--- config.mk ---
export PLATFORM = sky130hd
export DESIGN_NAME = multicycle_control
export DESIGN_NICKNAME = d
export VERILOG_FILES = /design/src/rtl/definitions.sv /design/src/rtl/control_decode.sv /design/src/rtl/multicycle_control.sv
export SDC_FILE = /design/constraint.sdc
export NUM_CORES = 1
export LEC_CHECK = 0
export ABC_AREA = 1
export CAP_MARGIN = 30
export CORE_AREA = 2 2 59 61
export CTS_BUF_LIST = sky130_fd_sc_hd__clkbuf_8 sky130_fd_sc_hd__clkbuf_16
export DETAILED_ROUTE_END_ITERATION = 8
export DIE_AREA = 0 0 61 63
export PLACE_DENSITY_LB_ADDON = 0.1
export SLEW_MARGIN = 40
export SYNTH_ARGS = -nofsm -noshare
export SYNTH_HDL_FRONTEND = slang
export SYNTH_SLANG_ARGS = --single-unit
export TNS_END_PERCENT = 1
--- constraint.sdc ---
create_clock -name clk -period 5 [get_ports clk]
set_input_delay 0.75 -clock clk [delete_from_list [all_inputs] [get_ports clk]]
set_output_delay 0.75 -clock clk [all_outputs]
set_load 0.05 [all_outputs]
--- src/rtl/definitions.sv ---
// Shared datapath definitions: ALU op codes, opcode constants, sequencer states
// and the bundle of class controls produced by the opcode decoder.
package definitions;

  localparam logic [1:0] kADD = 2'd0;
  localparam logic [1:0] kSUB = 2'd1;

  localparam int kOP_LOAD  = 0;
  localparam int kOP_ADDI  = 1;
  localparam int kOP_STORE = 2;
  localparam int kOP_BRZ   = 3;

  localparam logic [1:0] kSRC_REG  = 2'd0;
  localparam logic [1:0] kSRC_IMM  = 2'd1;
  localparam logic [1:0] kSRC_ZERO = 2'd2;

  typedef enum logic [2:0] {
    IDLE, FETCH, DECODE, EXEC, MEM, WB, HALTED
  } ctrl_state_t;

  typedef enum logic [2:0] {
    CLS_RTYPE, CLS_LOAD, CLS_ADDI, CLS_STORE, CLS_BRZ, CLS_HALT
  } instr_class_t;

  typedef struct packed {
    instr_class_t kind;
    logic [1:0]   alu_op;
    logic [1:0]   alu_src_b;
    logic         reg_dst;
    logic         mem_to_reg;
  } ctrl_bundle_t;

endpackage

--- src/rtl/control_decode.sv ---
// Combinational opcode decoder: maps the latched opcode to its instruction class
// and the class-level datapath controls; the sequencer gates these by state.
module control_decode
  import definitions::*;
#(
  parameter int OPCODE_W    = 4,
  parameter int HALT_OPCODE = 15
) (
  input  logic [OPCODE_W-1:0] opcode,
  output ctrl_bundle_t        ctrl
);

  // Halt is tested first so a halt code can never alias a memory or branch class.
  always_comb begin
    ctrl            = '0;
    ctrl.kind       = CLS_RTYPE;
    ctrl.alu_op     = kADD;
    ctrl.alu_src_b  = kSRC_REG;
    ctrl.mem_to_reg = 1'b1;
    if (opcode == OPCODE_W'(HALT_OPCODE)) begin
      ctrl.kind       = CLS_HALT;
      ctrl.mem_to_reg = 1'b0;
    end else if (opcode == OPCODE_W'(kOP_LOAD)) begin
      ctrl.kind       = CLS_LOAD;
      ctrl.alu_src_b  = kSRC_ZERO;
      ctrl.reg_dst    = 1'b1;
      ctrl.mem_to_reg = 1'b0;
    end else if (opcode == OPCODE_W'(kOP_ADDI)) begin
      ctrl.kind      = CLS_ADDI;
      ctrl.alu_src_b = kSRC_IMM;
    end else if (opcode == OPCODE_W'(kOP_STORE)) begin
      ctrl.kind       = CLS_STORE;
      ctrl.alu_src_b  = kSRC_ZERO;
      ctrl.mem_to_reg = 1'b0;
    end else if (opcode == OPCODE_W'(kOP_BRZ)) begin
      ctrl.kind       = CLS_BRZ;
      ctrl.alu_op     = kSUB;
      ctrl.alu_src_b  = kSRC_ZERO;
      ctrl.mem_to_reg = 1'b0;
    end
  end

endmodule

--- src/rtl/multicycle_control.sv ---
// Multi-cycle control sequencer for the shared-memory datapath: steps
// FETCH/DECODE/EXEC/MEM/WB per instruction and counts retired instructions.
module multicycle_control
  import definitions::*;
#(
  parameter int OPCODE_W    = 4,
  parameter int HALT_OPCODE = 15,
  parameter int CNT_W       = 16
) (
  input  logic                clk,
  input  logic                reset,
  input  logic                start,
  input  logic                instr_valid,
  input  logic [OPCODE_W-1:0] opcode,
  input  logic                mem_ack,
  input  logic                zero,
  output logic                ir_load,
  output logic                pc_write,
  output logic                pc_src,
  output logic [1:0]          alu_op,
  output logic [1:0]          alu_src_b,
  output logic                reg_dst,
  output logic                mem_to_reg,
  output logic                mem_read,
  output logic                mem_write,
  output logic                reg_write,
  output logic                halt,
  output logic                busy,
  output logic [CNT_W-1:0]    retired
);

  ctrl_state_t         state;
  logic [OPCODE_W-1:0] op_q;
  ctrl_bundle_t        cls;
  logic                retire;

  control_decode #(
    .OPCODE_W    (OPCODE_W),
    .HALT_OPCODE (HALT_OPCODE)
  ) u_decode (
    .opcode (op_q),
    .ctrl   (cls)
  );

  always_comb begin
    retire = ((state == EXEC) && (cls.kind == CLS_BRZ))
          || ((state == MEM) && mem_ack && (cls.kind == CLS_STORE))
          || (state == WB);
  end

  // NOTE: sequential state uses non-blocking assignments so every register
  // samples pre-edge values regardless of statement order.
  always_ff @(posedge clk) begin
    if (reset) begin
      state   <= IDLE;
      op_q    <= '0;
      retired <= '0;
    end else begin
      if (retire && (retired != '1))
        retired <= retired + CNT_W'(1);
      case (state)
        IDLE:   if (start) state <= FETCH;
        FETCH:  if (instr_valid) begin
                  op_q  <= opcode;
                  state <= DECODE;
                end
        DECODE: state <= (cls.kind == CLS_HALT) ? HALTED : EXEC;
        EXEC: begin
          case (cls.kind)
            CLS_BRZ:             state <= FETCH;
            CLS_LOAD, CLS_STORE: state <= MEM;
            default:             state <= WB;
          endcase
        end
        MEM:    if (mem_ack) state <= (cls.kind == CLS_LOAD) ? WB : FETCH;
        WB:     state <= FETCH;
        HALTED: state <= HALTED;
        default: state <= IDLE;
      endcase
    end
  end

  // Moore decode of state plus latched class; only the fetch, branch and
  // memory-ack cycles look at live handshake inputs. Reset forces all quiet.
  always_comb begin
    // NOTE: every output is given a default before any branch so no path
    // through this block can infer a latch.
    ir_load    = 1'b0;
    pc_write   = 1'b0;
    pc_src     = 1'b0;
    alu_op     = '0;
    alu_src_b  = '0;
    reg_dst    = 1'b0;
    mem_to_reg = 1'b0;
    mem_read   = 1'b0;
    mem_write  = 1'b0;
    reg_write  = 1'b0;
    halt       = 1'b0;
    busy       = 1'b0;
    if (!reset) begin
      busy = (state != IDLE) && (state != HALTED);
      if ((state == EXEC) || (state == MEM) || (state == WB)) begin
        alu_op     = cls.alu_op;
        alu_src_b  = cls.alu_src_b;
        reg_dst    = cls.reg_dst;
        mem_to_reg = cls.mem_to_reg;
      end
      case (state)
        FETCH: ir_load = instr_valid;
        EXEC: if (cls.kind == CLS_BRZ) begin
          pc_write = 1'b1;
          pc_src   = zero;
        end
        MEM: begin
          mem_read  = (cls.kind == CLS_LOAD);
          mem_write = (cls.kind == CLS_STORE);
          pc_write  = mem_ack && (cls.kind == CLS_STORE);
        end
        WB: begin
          reg_write = 1'b1;
          pc_write  = 1'b1;
        end
        HALTED: halt = 1'b1;
        default: ;
      endcase
    end
  end

endmodule
==> results.md <==
* Global-route wire length before repair at roughly 6400 um
* Detailed-route wire length per cell at 11.20 um
* Final core occ at 0.6136
* I/O pin count at 40
* CP Class: input pin to output pin
* Async SR Flop Fraction at 0
* Num CTS Buffers at 3
* Placer congestion estimate at 0.8458
* Setup repair after global routing missed its margin: false
* Sequential-to-total area share from yosys stat at 0.3024
* Launching point of the worst reg2reg path: retired[0]
* Number of enable-type register cells in the synthesized netlist at 0
* Standard cell with the maximum stage delay on the critical path: sky130_fd_sc_hd__clkdlybuf4s50_1
* Most frequent cell after synthesis: sky130_fd_sc_hd__nand2_1
* Mean instance size in the synthesized netlist at 6.140 um2
* Root cell of the clock tree: sky130_fd_sc_hd__clkbuf_8
* Worst-case reg-to-reg path depth at 9
* Post-DP Area at 0.001934 mm2
* Number of distinct library cells after synthesis at 29
* Relative slew margins at 0.6472
* Power density over the cells at 215.2 mW/mm2
* Count of warnings emitted by yosys at 0
* Top cells by count, synth: 76 x sky130_fd_sc_hd__nand2_1, 39 x sky130_fd_sc_hd__nor2_1, 23 x sky130_fd_sc_hd__dfxtp_1
* Final-report setup violation count at 0
* Worst stage delay on the critical path at ~860 ps
* Finished Cell Area at 0.001983 mm2
* Share of the cycle needed by the critical path after routing at 0.7201
* Number of cells on the critical path at 5
* Die area at 0.003843 mm2
* Number of instances on the worst hold path at 2
* GR Overflow Total at 0
* Quantity of gates resized following cts at 0
* Storage cell area at 460.4 um2
* Initial drt markers at 57
* Via count at 1655
* Top delay family on crit path: buffers and inverters
* Final count of hold timing violations at 0
* TritonCTS clock tree: done
* Horizontal die dimension at 61 um
* Worst Path Buf+Inv at 3
* Number of buffers added on ports at 38
* Final Skew at around 4.2 ps
* Critical path data required time at ~4300 ps
* Worst-path maximum fanout at 11
* Clock transition at the register clock pins on the worst setup and hold paths after CTS at ~90 ps
* Layout cell share with drive strength beyond 1 at 0.08042
* Antenna Cells at 0
* Syn_nets at 259
* Number of global-route vias before repair at 1481
* Fraction of synthesized cell area taken by the top area cell type at 0.3024
* Quantity of hold-fixing buffers added after cts at 0
* Largest vdd supply drop at 0.0001534 V
* Critical path arrival at between 2000 and 3000 ps
* Most common flop cell mapped by yosys: sky130_fd_sc_hd__dfxtp_1
* Count of maximum capacitance violations at 0
* Post-synthesis register bit count at 23
* Clock latency reported for the late side of the worst-skew pair at 260 ps
* Leading cell types by total area after synthesis: sky130_fd_sc_hd__dfxtp_1 30%, sky130_fd_sc_hd__nand2_1 19%, sky130_fd_sc_hd__nor2_1 9.6%
* Detail Route Antenna Nets at 0
* Placement Rows at 21
* Worst setup startpoint: reset
* Starting utilization of the core area at 0.4712
* Number of iterations in the first detailed-routing pass at 5
* Setup TNS Final at 0 ps
* Worst hold slack at 501.9 ps
* Remaining routing DRC violations at 0
* Overall Global Routing Usage at 0.2147
* Routed Wire Length at 3717 um
* CTS max path bufs at 2
* Post-CTS setup buffer count at 0
* Most prevalent standard cell on the critical path: sky130_fd_sc_hd__clkdlybuf4s50_1
* Category of the worst setup path capture point: output pin
* Total half-perimeter wirelength after legalization and detailed placement at 2842 um
* Htree depth at 1
* Layout fillers at 337
* Sequence of cells on the critical path: clkdlybuf4s50_1 -> inv_1 -> nand2_1 -> nor4_1 -> clkdlybuf4s50_1
* Outcome: completed
* Area growth from synthesis to layout at 30.24%
* Synthesized area at 0.001523 mm2
* Largest area contributor in the synthesized netlist: sky130_fd_sc_hd__dfxtp_1
* Time the final worst path needs with I/O delays and setup at 3601 ps
* Die extent in y at 63 um
* Hold crit path type: flop to flop
* Area of the multi-input gates at 939.7 um2
* F_max at 277.7 MHz
* Tot Pwr at 426.7 uW
* Number of antenna violations at the first check in global routing at 0
* Worst setup SP type: input pin
* Synth Instances at 248
* Worst Min Path Start: op_q[3]
* Clk sinks at 23
* Total count of max-transition violations in the final report at 0
* Placeable Area at roughly 0.0032 mm2
* Drt via density at ~5
* Transition time of the tightest slew-check pin at approximately 530 ps
* Largest net degree at the start of global routing at 17
* Final Net Count at roughly 300
* Leakage at 0.7106 nW
[worst reg2reg max path, stage by stage, from the launching register on]
cell and delay [ps]:
sky130_fd_sc_hd__dfxtp_1 450, sky130_fd_sc_hd__ha_1 300, sky130_fd_sc_hd__nand3_1 170, sky130_fd_sc_hd__inv_2 100, sky130_fd_sc_hd__nand2_2 80, sky130_fd_sc_hd__nor2_4 170, sky130_fd_sc_hd__inv_4 90, sky130_fd_sc_hd__nand2_4 180
sky130_fd_sc_hd__nand2_1 90, sky130_fd_sc_hd__a21oi_2 130
[state kept, by name, indices dropped and copies added (netlist names)]
name,count
state,3
retired,16
op_q,4
[report_power, final]
group / internal (mW) / switching, mW
Sequential: 0.193 / 0.0117
Combinational: 0.0350 / 0.0676
Clock: 0.0563 / 0.0635
Total: 0.284 / 0.143
[cell usage in the layout (no fill, tap or decap)]
master                            Yosys  final
sky130_fd_sc_hd__a21o_1               1      1
sky130_fd_sc_hd__a21oi_1             20     20
sky130_fd_sc_hd__a21oi_2              3      3
sky130_fd_sc_hd__buf_4                1      1
sky130_fd_sc_hd__clkbuf_8             0      3
sky130_fd_sc_hd__clkdlybuf4s50_1      0     38
sky130_fd_sc_hd__clkinvlp_4           0      1
sky130_fd_sc_hd__conb_1               1      1
sky130_fd_sc_hd__dfxtp_1             23     23
sky130_fd_sc_hd__ha_1                 1      1
sky130_fd_sc_hd__inv_1               19     19
sky130_fd_sc_hd__inv_2                3      3
sky130_fd_sc_hd__inv_4                1      1
sky130_fd_sc_hd__nand2_1             76     76
sky130_fd_sc_hd__nand2_2              2      2
sky130_fd_sc_hd__nand2_4              2      2
sky130_fd_sc_hd__nand3_1             16     16
sky130_fd_sc_hd__nand3_2              2      2
sky130_fd_sc_hd__nand3b_1             2      2
sky130_fd_sc_hd__nand4_1              3      3
sky130_fd_sc_hd__nor2_1              39     39
sky130_fd_sc_hd__nor2_2               2      2
sky130_fd_sc_hd__nor2_4               2      2
sky130_fd_sc_hd__nor3_1               4      4
sky130_fd_sc_hd__nor4_1               2      2
sky130_fd_sc_hd__o211ai_1             1      1
sky130_fd_sc_hd__o21ai_0             11     11
sky130_fd_sc_hd__or2_2                1      1
sky130_fd_sc_hd__xnor2_1              4      4
sky130_fd_sc_hd__xor2_1               2      2
[per-layer routing]
layer  track usage  wire length [um]  vias to the layer above
li1              -                 -                      874
met1        0.2771              1753                      742
met2        0.3522              1778                       37
met3       0.03934               162                        2
met4       0.07065                23                        0
met5             0                 0                        -
[final cells by class]
cell class / instances / share of cell area
Tap cell: 46 / 0.02902
Clock buffer: 3 / 0.02082
Multi-Input combinational cell: 197 / 0.4738
Clock inverter: 1 / 0.003785
Inverter: 23 / 0.04479
Timing Repair Buffer: 39 / 0.1956
Sequential cell: 23 / 0.2322
[final timing paths]
| check | to | slack, ps |
|---|---|---|
| worst max register to register | retired[9] | 3180 |
| worst min register to register | op_q[3] | 500 |
| worst min-delay path | op_q[3] | 500 |
| worst max-delay path | alu_src_b[0] | 1400 |
[logic make-up (layout without fill, tap and decap cells)]
logic type / Yosys count / after routing / synth area share
xor+xnor: 6 / 6 / 0.03451
other cells: 1 / 1 / 0.002463
flops: 23 / 23 / 0.3024
fa+ha+maj: 1 / 1 / 0.008216
simple gates: 153 / 153 / 0.4429
buf+inv: 28 / 66 / 0.08053
compound gates: 36 / 36 / 0.1290
[per-stage QoR]
| stage | cells | setup slack [ps] |
|---|---|---|
| global placement | 328 | 1452 |
| finish | 332 | 1399 |
| global route | 332 | 1232 |
| detailed placement | 328 | 1417 |
| CTS | 332 | 1386 |
| floorplan | 248 | 1644 |
Power figures use the tool's default switching activity.
==> variant, RTL diff (same flow settings) <==
`OPCODE_W` is set to 4 in 2 places; all go to 5.
--- a/src/rtl/control_decode.sv
+++ b/src/rtl/control_decode.sv
@@ -3,7 +3,7 @@
 module control_decode
   import definitions::*;
 #(
-  parameter int OPCODE_W    = 4,
+  parameter int OPCODE_W    = 5,
   parameter int HALT_OPCODE = 15
 ) (
   input  logic [OPCODE_W-1:0] opcode,
--- a/src/rtl/multicycle_control.sv
+++ b/src/rtl/multicycle_control.sv
@@ -3,7 +3,7 @@
 module multicycle_control
   import definitions::*;
 #(
-  parameter int OPCODE_W    = 4,
+  parameter int OPCODE_W    = 5,
   parameter int HALT_OPCODE = 15,
   parameter int CNT_W       = 16
 ) (
Interface: changed (resized opcode); port bits go from 40 to 41. The function was not compared with the original's and may differ.
==> variant against the original RTL <==
Sequential cell count is 1 higher; sequential share of layout area decreased by 0.057 points; wire length increased by 4.1%; design area up 4.6%; critical path depth up 1; synthesized area increased by 4.9%; setup slack worse by 150 ps; count of clock-buffer cells in the layout is the same; global-route usage increased by 0.89 points; total power increased by 39%; combinational power is 82% higher; critical endpoint is now alu_src_b[1]; highest routed layer unchanged.
==> variant: results (changes against the original RTL) <==
status: "complete, no violations"  # unchanged
place.gp.congestion: 0.854  # was 0.846
critPathArrivalTime_ps: 3000  # was 2850 ps
synthesis.nets: 264  # was 259
hp-start: "op_q[4]"  # was op_q[3]
min_to: "op_q[4]"  # was op_q[3]
drt_iter0_drc: 80  # was 57
yosysUniqueCellTypes: 30  # was 29
leakage_nw: 0.741  # was 0.711 nW
largestRegisters: "retired: 16 flops, op_q: 5 flops, state: 3 flops"  # was retired: 16 flops, op_q: 4 flops, state: 3 flops
grt_pass1_wl_mm: 6.73  # was 6.40 mm
ys_top_cells_by_count: "nand2_1, nor2_1, dfxtp_1, nand3_1, inv_1"  # was nand2_1, nor2_1, dfxtp_1
dp.cells: 330  # was 328
finalWirelength_mm: 3.87  # was 3.72 mm
dr.pass1.iters: 4  # was 5
drive_gt1_frac: 0.0833  # was 0.0804
r2r_setup_slack_ps: 3100  # was 3180 ps
irDropWorstVdd_v: 0.000206  # was 0.000153 V
synth-seq-area-share: 0.301  # was 0.302
fmax_ghz: 0.267  # was 0.278 GHz
dpl.hpwl_mm: 2.76  # was 2.84 mm
pre_cts_ws_ps: 1270  # was 1420 ps
clock_skew_ps: 2.38  # was 4.25 ps
dpl_cell_area_um2: 2000  # was 1930 µm²
grt_max_degree: 24  # was 17
-- variant: metal layers --
metal  vias to the layer above  part of all wire  wire, µm  track usage
met5                         -                 0         0            0
met2                        31              0.43      1660        0.309
met3                         4             0.034       133       0.0311
met1                       746              0.52      2020        0.343
met4                         0             0.012        46       0.0870
li1                        885                 -         -            -
-- variant: area by class of cell --
class | instances | area, µm²
fill | 320 | 1160
multi-input combinational | 196 | 977
sequential | 24 | 480
timing repair buffer | 40 | 398
inverter | 24 | 90.1
tap | 46 | 57.6
clock buffer | 3 | 41.3
clock inverter | 1 | 30.0
-- variant: tightest hold or removal path: stages (launching register included) --
cell     delay, ps
dfxtp_1        310
inv_1           90
a21oi_1         70
-- variant: kinds of logic after synthesis --
kind of cell    share of synthesized area
compound gates                      0.128
flops                               0.301
other cells                       0.00235
xor+xnor                           0.0384
simple gates                        0.435
fa+ha+maj                         0.00783
buf+inv                            0.0877
-- variant: worst max path at each step --
stage,start,to
finish,reset,alu_src_b[1]
global route,reset,alu_src_b[0]
CTS,reset,alu_src_b[0]
detailed placement,reset,alu_src_b[0]
global placement,reset,reg_dst
floorplan,reset,alu_src_b[0]
-- variant: per-stage QoR --
step	power (W)	hold WS, ps
2_1_floorplan	0.000369	467
3_3_place_gp	0.000416	485
3_5_place_dp	0.000417	499
4_1_cts	0.000590	511
5_1_grt	0.000624	532
6_report	0.000592	509
-- variant: report_power, final --
| group | total, W | internal [W] | switching, W |
|---|---|---|---|
| Combinational | 0.000187 | 0.0000584 | 0.000129 |
| Sequential | 0.000229 | 0.000210 | 0.0000193 |
| Clock | 0.000175 | 0.000107 | 0.0000681 |
